`src/rtl/sparc_rf_pkg.sv`:
```
// Shared constants and sizing helper for the windowed SPARC register file.
package sparc_rf_pkg;

    localparam int GLOBALS    = 8;
    localparam int WIN_REGS   = 16;
    localparam int LOG_ADDR_W = 5;

    function automatic int nphys(input int nwin);
        return GLOBALS + WIN_REGS * nwin;
    endfunction

endpackage

```
`src/rtl/sparc_window_map.sv`:
```
// Combinational logical-register to physical-index map for one window pointer.
module sparc_window_map
    import sparc_rf_pkg::*;
#(
    parameter int NWINDOWS = 8,
    parameter int CWP_W    = $clog2(NWINDOWS),
    parameter int PHYS_W   = $clog2(nphys(NWINDOWS))
) (
    input  logic [LOG_ADDR_W-1:0] addr,
    input  logic [CWP_W-1:0]      cwp,
    output logic [PHYS_W-1:0]     phys
);

    int w;
    int wn;
    int off;
    int idx;

    always_comb begin
        w   = int'(cwp);
        // ins alias the outs of the next window; wrap by compare so odd window counts work
        wn  = (w == NWINDOWS - 1) ? 0 : w + 1;
        off = int'(addr[2:0]);
        unique case (addr[4:3])
            2'd0:    idx = off;
            2'd1:    idx = GLOBALS + WIN_REGS * w + off;
            2'd2:    idx = 2 * GLOBALS + WIN_REGS * w + off;
            default: idx = GLOBALS + WIN_REGS * wn + off;
        endcase
        phys = PHYS_W'(idx);
    end

endmodule

```
`src/rtl/sparc_window_decoder.sv`:
```
// Windowed register-file address decoder: CWP/WIM state, read/write decode
// and SAVE/RESTORE overflow/underflow trap pulses.
module sparc_window_decoder
    import sparc_rf_pkg::*;
#(
    parameter int NWINDOWS = 8,
    parameter int NPHYS    = nphys(NWINDOWS),
    parameter int CWP_W    = $clog2(NWINDOWS),
    parameter int PHYS_W   = $clog2(NPHYS)
) (
    input  logic                  clk,
    input  logic                  rst_n,
    input  logic                  wr_en,
    input  logic [LOG_ADDR_W-1:0] wr_addr,
    input  logic [LOG_ADDR_W-1:0] rs1_addr,
    input  logic [LOG_ADDR_W-1:0] rs2_addr,
    output logic [PHYS_W-1:0]     rs1_phys,
    output logic [PHYS_W-1:0]     rs2_phys,
    output logic [NPHYS-1:0]      we_onehot,
    input  logic                  save,
    input  logic                  restore,
    input  logic                  cwp_we,
    input  logic [CWP_W-1:0]      cwp_wdata,
    input  logic                  wim_we,
    input  logic [NWINDOWS-1:0]   wim_wdata,
    output logic [CWP_W-1:0]      cwp,
    output logic [NWINDOWS-1:0]   wim,
    output logic                  overflow_trap,
    output logic                  underflow_trap
);

    logic [PHYS_W-1:0] wr_phys;
    logic [CWP_W-1:0]  save_cwp;
    logic [CWP_W-1:0]  rest_cwp;
    logic [CWP_W-1:0]  wdata_mod;

    sparc_window_map #(.NWINDOWS(NWINDOWS), .CWP_W(CWP_W), .PHYS_W(PHYS_W)) u_map_rs1 (
        .addr (rs1_addr),
        .cwp  (cwp),
        .phys (rs1_phys)
    );

    sparc_window_map #(.NWINDOWS(NWINDOWS), .CWP_W(CWP_W), .PHYS_W(PHYS_W)) u_map_rs2 (
        .addr (rs2_addr),
        .cwp  (cwp),
        .phys (rs2_phys)
    );

    sparc_window_map #(.NWINDOWS(NWINDOWS), .CWP_W(CWP_W), .PHYS_W(PHYS_W)) u_map_wr (
        .addr (wr_addr),
        .cwp  (cwp),
        .phys (wr_phys)
    );

    always_comb begin
        save_cwp = (cwp == '0) ? CWP_W'(NWINDOWS - 1) : cwp - CWP_W'(1);
        rest_cwp = (int'(cwp) == NWINDOWS - 1) ? '0 : cwp + CWP_W'(1);
        // cwp_wdata is below 2*NWINDOWS, so a single conditional subtract is a full modulo
        wdata_mod = (int'(cwp_wdata) >= NWINDOWS) ? CWP_W'(int'(cwp_wdata) - NWINDOWS)
                                                  : cwp_wdata;
    end

    always_ff @(posedge clk or negedge rst_n) begin
        if (!rst_n) begin
            cwp            <= '0;
            wim            <= '0;
            we_onehot      <= '0;
            overflow_trap  <= 1'b0;
            underflow_trap <= 1'b0;
        end else begin
            overflow_trap  <= 1'b0;
            underflow_trap <= 1'b0;
            we_onehot      <= (wr_en && wr_addr != '0) ? (NPHYS'(1) << wr_phys) : '0;
            if (wim_we)
                wim <= wim_wdata;
            if (cwp_we) begin
                cwp <= wdata_mod;
            end else if (save && !restore) begin
                if (wim[save_cwp])
                    overflow_trap <= 1'b1;
                else
                    cwp <= save_cwp;
            end else if (restore && !save) begin
                if (wim[rest_cwp])
                    underflow_trap <= 1'b1;
                else
                    cwp <= rest_cwp;
            end
        end
    end

endmodule

```
`config.mk`:
```
export PLATFORM = sky130hd
export DESIGN_NAME = sparc_window_decoder
export DESIGN_NICKNAME = d
export VERILOG_FILES = /design/src/rtl/sparc_rf_pkg.sv /design/src/rtl/sparc_window_map.sv /design/src/rtl/sparc_window_decoder.sv
export SDC_FILE = /design/constraint.sdc
export NUM_CORES = 1
export LEC_CHECK = 0
export BUFFER_PORTS_ARGS = -buffer_cell sky130_fd_sc_hd__buf_2
export CORE_UTILIZATION = 40
export DETAILED_ROUTE_END_ITERATION = 8
export PLACE_DENSITY_LB_ADDON = 0.1
export SLEW_MARGIN = 20
export SYNTH_ARGS = -nofsm -noshare
export SYNTH_HDL_FRONTEND = slang
export SYNTH_SLANG_ARGS = --single-unit
```
`constraint.sdc`:
```
create_clock -name clk -period 5.25 [get_ports clk]
set_clock_uncertainty 0.1 [all_clocks]
set_input_delay 1.05 -clock clk [delete_from_list [all_inputs] [get_ports clk]]
set_output_delay 1.05 -clock clk [all_outputs]
set_load 0.02 [all_outputs]
```
==> results of run 1 <==
where the power goes:
part | switching (mW) | internal, mW | total [mW]
clock network | 0.445 | 0.617 | 1.06
registers | 0.0546 | 1.18 | 1.24
logic | 0.470 | 0.251 | 0.721
total | 0.970 | 2.05 | 3.02
per-stage QoR:
step / worst slack (ns) / cell area, µm² / instances / hold WS (ns)
after floorplan: 2.543 / 5405 / 458 / 0.5751
after global placement: 1.904 / 6401 / 787 / 0.4507
after detailed placement: 1.814 / 6401 / 787 / 0.4490
after CTS: 1.736 / 6917 / 817 / 0.4664
after global routing: 1.556 / 6927 / 817 / 0.4917
final: 1.709 / 6927 / 817 / 0.4672
worst reg2reg max path, cell delays in order (launching register included):
cell and delay, ns:
dfrtp_1 0.66, ha_1 0.24, ha_1 0.33, a21boi_1 0.25, a221oi_4 0.48, nand4_1 0.61
or2_1 0.49, nor3_1 0.14
kinds of logic (layout without fill, tap and decap cells):
kind of cell | after synthesis | after routing | share of synthesized area (%)
multiplexers | 22 | 22 | 4.607
flip-flops | 149 | 149 | 68.98
adder cells (fa/ha/maj) | 4 | 4 | 0.9260
AO/OA/AOI/OAI | 26 | 26 | 3.935
buffers and inverters | 40 | 223 | 3.588
AND/OR/NAND/NOR | 217 | 217 | 17.96
cell type report:
| type | count | area [µm²] | area share [%] |
|---|---|---|---|
| sequential | 149 | 3729 | 53.83 |
| clock buffer | 20 | 456.7 | 6.593 |
| clock inverter | 10 | 58.81 | 0.8490 |
| inverter | 7 | 26.28 | 0.3793 |
| timing repair buffer | 186 | 942.2 | 13.60 |
| multi-input combinational | 269 | 1494 | 21.57 |
| tap | 176 | 220.2 | 3.179 |
worst max-delay path by stage:
| stage | endpoint | slack [ns] | depth (start not counted) |
|---|---|---|---|
| 2_1_floorplan | cwp[2] | 2.54 | 7 |
| 3_3_place_gp | we_onehot[8] | 1.90 | 6 |
| 3_5_place_dp | we_onehot[8] | 1.81 | 6 |
| 4_1_cts | rs2_phys[5] | 1.74 | 4 |
| 5_1_grt | rs1_phys[5] | 1.56 | 4 |
| 6_report | rs2_phys[5] | 1.71 | 4 |
state kept, by name, summed over array words and instances, names as in the netlist:
register	count
cwp	3
overflow_trap	1
underflow_trap	1
we_onehot	136
wim	8
layout by cell type (no fill, tap or decap), types with 2 or more instances in the layout:
master / netlist / final
buf_2: 5 / 184
dfrtp_1: 149 / 149
nor2_1: 113 / 113
nor3_1: 30 / 30
nand2_1: 24 / 24
clkbuf_16: 0 / 17
nand3_1: 14 / 14
mux2i_1: 11 / 11
nor2b_1: 10 / 10
mux2_2: 9 / 9
inv_1: 7 / 7
clkinv_2: 0 / 7
a21oi_1: 6 / 6
a22o_1: 5 / 5
o21ai_0: 4 / 4
nand2b_1: 4 / 4
nor3b_1: 4 / 4
ha_1: 4 / 4
and3_1: 3 / 3
a32o_1: 3 / 3
nor4_1: 3 / 3
nand4_1: 3 / 3
clkbuf_8: 0 / 3
nand4b_1: 2 / 2
or2_2: 2 / 2
or3_1: 2 / 2
clkinvlp_4: 0 / 2
routing by layer:
metal	share of wire, %	routed length (µm)	global-route usage (%)	up-vias
met4	1.1	145	6.571	2
met2	47	6448	31.76	156
met5	0.072	10	0	-
met1	45	6186	27.86	1945
li1	-	-	-	1845
met3	7.3	1003	6.950	13
cell usage after synthesis (2+ instances only):
cell type	number	share of area, %
nand2_1	24	1.7
dfrtp_1	149	69
nand4_1	3	0.35
inv_1	7	0.49
buf_6	2	0.42
a22o_1	5	0.81
nor3b_1	4	0.56
nand4b_1	2	0.32
mux2i_1	11	2.0
nor4_1	3	0.35
buf_2	5	0.46
a32o_1	3	0.56
buf_4	6	0.83
or2_2	2	0.23
o21ai_0	4	0.37
and3_1	3	0.35
or3_1	2	0.23
nor3_1	30	2.8
ha_1	4	0.93
mux2_2	9	1.9
clkbuf_1	19	1.3
nand2b_1	4	0.46
nand3_1	14	1.3
nor2b_1	10	1.2
nor2_1	113	7.8
a21oi_1	6	0.56
==> run summary, run 1 <==
Placer Congestion -> 0.7640
Worst EP required -> 4.10 ns
core area -> 0.01319 mm²
Num CTS Buffers -> 17
syn nets -> 495
Hold Violations, Final -> 0
Syn Std Cell Area -> 0.005405 mm²
Via density -> 4.848
Async SR Flop Fraction -> 100.0%
Fin Setup TNS -> 0 ns
Skew-Pair Late Insertion Delay -> 0.42 ns
Crit Path Class -> flip-flop to primary output
CTS Hold Bufs -> 0
EDFF count, synth -> 0
Setup crit end kind -> primary output
CP startpoint -> cwp[0]
Cell Pwr Density -> 436.2 mW/mm²
final antenna-violating net count -> 0
P&R area growth vs syn -> 28.15%
reg-to-reg endpoint -> we_onehot[12]
Buf/Inv on CP -> 2
starting density of the core -> 40.98%
Rows -> 42
routed wire length -> 13790 µm
hold path depth -> 1
CP max stage delay -> 0.66 ns
reg2reg setup slack -> 1.87 ns
wire per inst -> 16.88 µm
clock buffer depth -> 2
diodes inserted -> 0
CP arrival -> 2.39 ns
Top delay family on crit path -> flip-flops
register area share after synthesis -> 68.98%
Yosys cell types -> 40
reg-to-reg startpoint -> cwp[0]
Post-CTS Setup Repair Bufs -> 0
drt drc -> 0
IO Count -> 198
I/O Buffers -> 185
highest achievable clock rate -> 282.4 MHz
Slew Limit Fails -> 0
prevailing post-synth register cell -> dfrtp_1
Worst-Margin Slew -> 0.8781 ns
fill cell total of the finished layout -> 1205
first-pass GRT wire length -> 21820 µm
CTS clk-pin slew, worst paths -> 0.06 ns
Max Cap Viol -> 0
slowest CP cell -> dfrtp_1
CP Cell Sequence -> inv_1, ha_1, a32o_1, buf_2
HP Class -> flip-flop to flip-flop
CTS Root Cell -> clkbuf_16
Setup Viol. Count Final -> 0
Yosys reg bits -> 149
Worst Min Path Start -> wim[3]
relative slew slack -> 41.46%
TritonCTS clock tree -> yes
RSZ-0062 raised after global routing -> false
Period minus WS final -> 3.541 ns
Max VDD drop -> 0.2282 mV
Detail Placement HPWL -> 9520 µm
layout cell share with drive strength beyond 1 -> 36.19%
Initial DRC Count -> 286
largest net degree at the start of global routing -> 115
syn_area_per_cell -> 11.80 µm²
GRT Total Usage -> 20.75%
Tcrit/Tclk final -> 67.44%
DR vias -> 3961
leakage -> 3.720 nW
final core utilization -> 52.51%
Die W -> 118.2 µm
H-tree Lvls -> 4
cells after synthesis -> 458
Overall Power -> 3.021 mW
grt total ovfl -> 0
Ys Warns -> 0
CP Launch Type -> flip-flop
Pre-antenna DRT Iters -> 4
CTS sink count -> 149
Die Height -> 118.2 µm
Min-Delay Endpoint -> wim[3]
R2R depth -> 7
status -> complete, no violations
crit path max fanout -> 18
antenna violations before repair -> 1
vias in the first global route -> 3994
Final #Nets -> 667
die area -> 0.01398 mm²
Post-CTS Resized -> 0
Note: power is estimated with default switching activity, not from simulation.
==> inputs of run 2 (changes only) <==
==> constraint.sdc (replaced) <==
create_clock -name clk -period 3.3 [get_ports clk]
set_clock_uncertainty 0.1 [all_clocks]
set_input_delay 0.66 -clock clk [delete_from_list [all_inputs] [get_ports clk]]
set_output_delay 0.66 -clock clk [all_outputs]
set_load 0.02 [all_outputs]
==> run 2 against run 1 <==
Effect of this change: power increased by 69%; sequential cell count unchanged; combinational power rose by 75%; worst hold slack worse by 0.37 ns; core utilization rose by 1.4 points; count of clock-buffer cells in the layout increased by 4; critical endpoint is now rs1_phys[5]; largest cell class unchanged.
==> run summary, run 2 (synthesis results as in run 1) <==
status -> complete, no violations
M1 GR Usage -> 30.32% (+2.5 points)
CP Cell Sequence -> inv_1, ha_1, a32o_1, buf_2
Hold Violations, Final -> 0 (unchanged)
Num CTS Buffers -> 17 (unchanged)
worst setup margin -> 0.4226 ns (-1.287 ns)
Final Non-Filler Cells -> 831 (+1.7%)
IO Count -> 198 (unchanged)
P&R area growth vs syn -> 31.62%
Period minus WS final -> 2.877 ns
vias in the first global route -> 4084 (+2.3%)
drt drc -> 0 (unchanged)
diodes inserted -> 0 (unchanged)
Reg power frac -> 37.6% (-3.4 points)
Post-CTS Resized -> 0 (unchanged)
Slew Limit Fails -> 0 (unchanged)
Switch Pwr -> 1.552 mW (+60%)
Placer Congestion -> 0.8078 (+5.7%)
HP Class -> primary input to asynchronous set/reset pin
Overall Power -> 5.102 mW (+69%)
fill cell total of the finished layout -> 1203 (-0.17%)
highest achievable clock rate -> 347.5 MHz
clock network power share -> 37.8% (+2.6 points)
worst hold slack -> 0.09272 ns (-0.3745 ns)
Final #Nets -> 680 (+1.9%)
H-tree Lvls -> 4 (unchanged)
CTS sink count -> 149 (unchanged)
combinational share of power -> 24.6% (+0.7 points)
final antenna-violating net count -> 0 (unchanged)
sw frac -> 30.42% (-1.7 points)
starting density of the core -> 40.98% (unchanged)
CTS Root Cell -> clkbuf_16
CP arrival -> 2.12 ns (-0.27 ns)
Top delay family on crit path -> adder cells
Die Height -> 118.2 µm (unchanged)
Post-DP Area -> 0.006511 mm² (+1.7%)
met3 Use GR -> 6.612% (-0.34 points)
GRT Total Usage -> 21.44% (+0.70 points)
Tcrit/Tclk final -> 87.19%
Die W -> 118.2 µm (unchanged)
largest net degree at the start of global routing -> 63 (-45%)
Pre-antenna DRT Iters -> 4 (unchanged)
most frequent cells in the layout -> 184 x buf_2, 149 x dfrtp_1, 113 x nor2_1, 30 x nor3_1, 24 x nand2_1
crit path max fanout -> 13 (-5)
CP max stage delay -> 0.63 ns (-0.03 ns)
Worst-Margin Slew -> 0.9070 ns (+0.02893 ns)
Most flops, register -> we_onehot
layout cell share with drive strength beyond 1 -> 37.56% (+1.4 points)
first-pass GRT wire length -> 22540 µm (+3.3%)
DR vias -> 4035 (+1.9%)
CTS clk-pin slew, worst paths -> 0.05 ns (about the same)
met2 Use GR -> 31.54% (-0.22 points)
Placed Cells -> 800 (+1.7%)
TritonCTS clock tree -> yes
slowest CP cell -> ha_1
Worst EP required -> 2.54 ns (-1.56 ns)
internal power -> 3.550 mW (+73%)
Via density -> 4.856 (+0.15%)
Rows -> 42 (unchanged)
Setup crit end kind -> primary output
flip-flop count of the largest register after layout -> 136 (unchanged)
relative slew slack -> 38.89% (-2.6 points)
I/O Buffers -> 185 (unchanged)
commonest non-fill, non-tap cell in the layout -> buf_2
RSZ-0062 raised after global routing -> false
Detail Placement HPWL -> 9608 µm (+0.93%)
Cell Pwr Density -> 717.1 mW/mm² (+64%)
final core utilization -> 53.94% (+1.4 points)
final instance area -> 0.007114 mm² (+2.7%)
die area -> 0.01398 mm² (unchanged)
Max VDD drop -> 0.3271 mV (+43%)
pre-CTS WS -> 0.4568 ns (-1.357 ns)
wire per inst -> 16.71 µm (-1.0%)
biggest regs -> we_onehot x136, wim x8, cwp x3
Initial DRC Count -> 246 (-14%)
Skew-Pair Late Insertion Delay -> 0.42 ns (about the same)
CP Launch Type -> flip-flop
CTS Hold Bufs -> 0 (unchanged)
core area -> 0.01319 mm² (unchanged)
Fin Setup TNS -> 0 ns (unchanged)
Setup Viol. Count Final -> 0 (unchanged)
Post-CTS Setup Repair Bufs -> 0 (unchanged)
Crit Path Class -> flip-flop to primary output
antenna violations before repair -> 1 (unchanged)
clock buffer depth -> 2 (unchanged)
grt total ovfl -> 0 (unchanged)
layer carrying the most global-route usage -> met2
Buf/Inv on CP -> 2 (unchanged)
leakage -> 3.823 nW (+2.8%)
routed wire length -> 13890 µm (+0.70%)
Max Cap Viol -> 0 (unchanged)
[run 2: changes by cell type in the layout (fill, tap and decap cells not counted), moves of 2 or more]
cell / before / now
buf_4: 1 / 13
bufinv_16: 0 / 2
clkbuf_8: 3 / 6
clkinv_2: 7 / 3
[run 2: final cells by class]
| class | instances | area, µm² | share of cell area [%] |
|---|---|---|---|
| clock buffers | 24 | 511.7 | 7.193 |
| clock inverters | 7 | 91.34 | 1.284 |
| inverters | 7 | 26.28 | 0.3693 |
| multi-input cells | 269 | 1486 | 20.89 |
| flip-flops and latches | 149 | 3729 | 52.41 |
| well taps | 176 | 220.2 | 3.095 |
| repair buffers | 199 | 1050 | 14.76 |
[run 2: layer usage]
layer / up-vias / routed length (µm)
li1: 1875 / -
met1: 1973 / 6486
met2: 168 / 6217
met3: 19 / 1010
met4: 0 / 176
met5: - / 0
[run 2: power by group through the flow]
stage                     clock, mW  sequential (mW)  combinational (mW)
after floorplan                   0             2.03               0.813
after global placement            0             1.95                1.24
after detailed placement          0             1.95                1.26
after CTS                      1.96             1.92                1.26
after global routing           2.05             1.93                1.36
final                          1.93             1.92                1.26
[run 2: final timing paths]
| kind | from | end | slack (ns) | cells past startpoint |
|---|---|---|---|---|
| min in group clk | wim_wdata[6] | wim[6] | 0.37 | 2 |
| max reg2reg | cwp[1] | cwp[2] | 0.47 | 6 |
| min | rst_n | we_onehot[54] | 0.09 | 1 |
| max | cwp[1] | rs1_phys[5] | 0.42 | 4 |
| min reg2reg | wim[3] | wim[3] | 0.47 | 1 |
| max in group asynchronous | rst_n | we_onehot[36] | 2.18 | 2 |
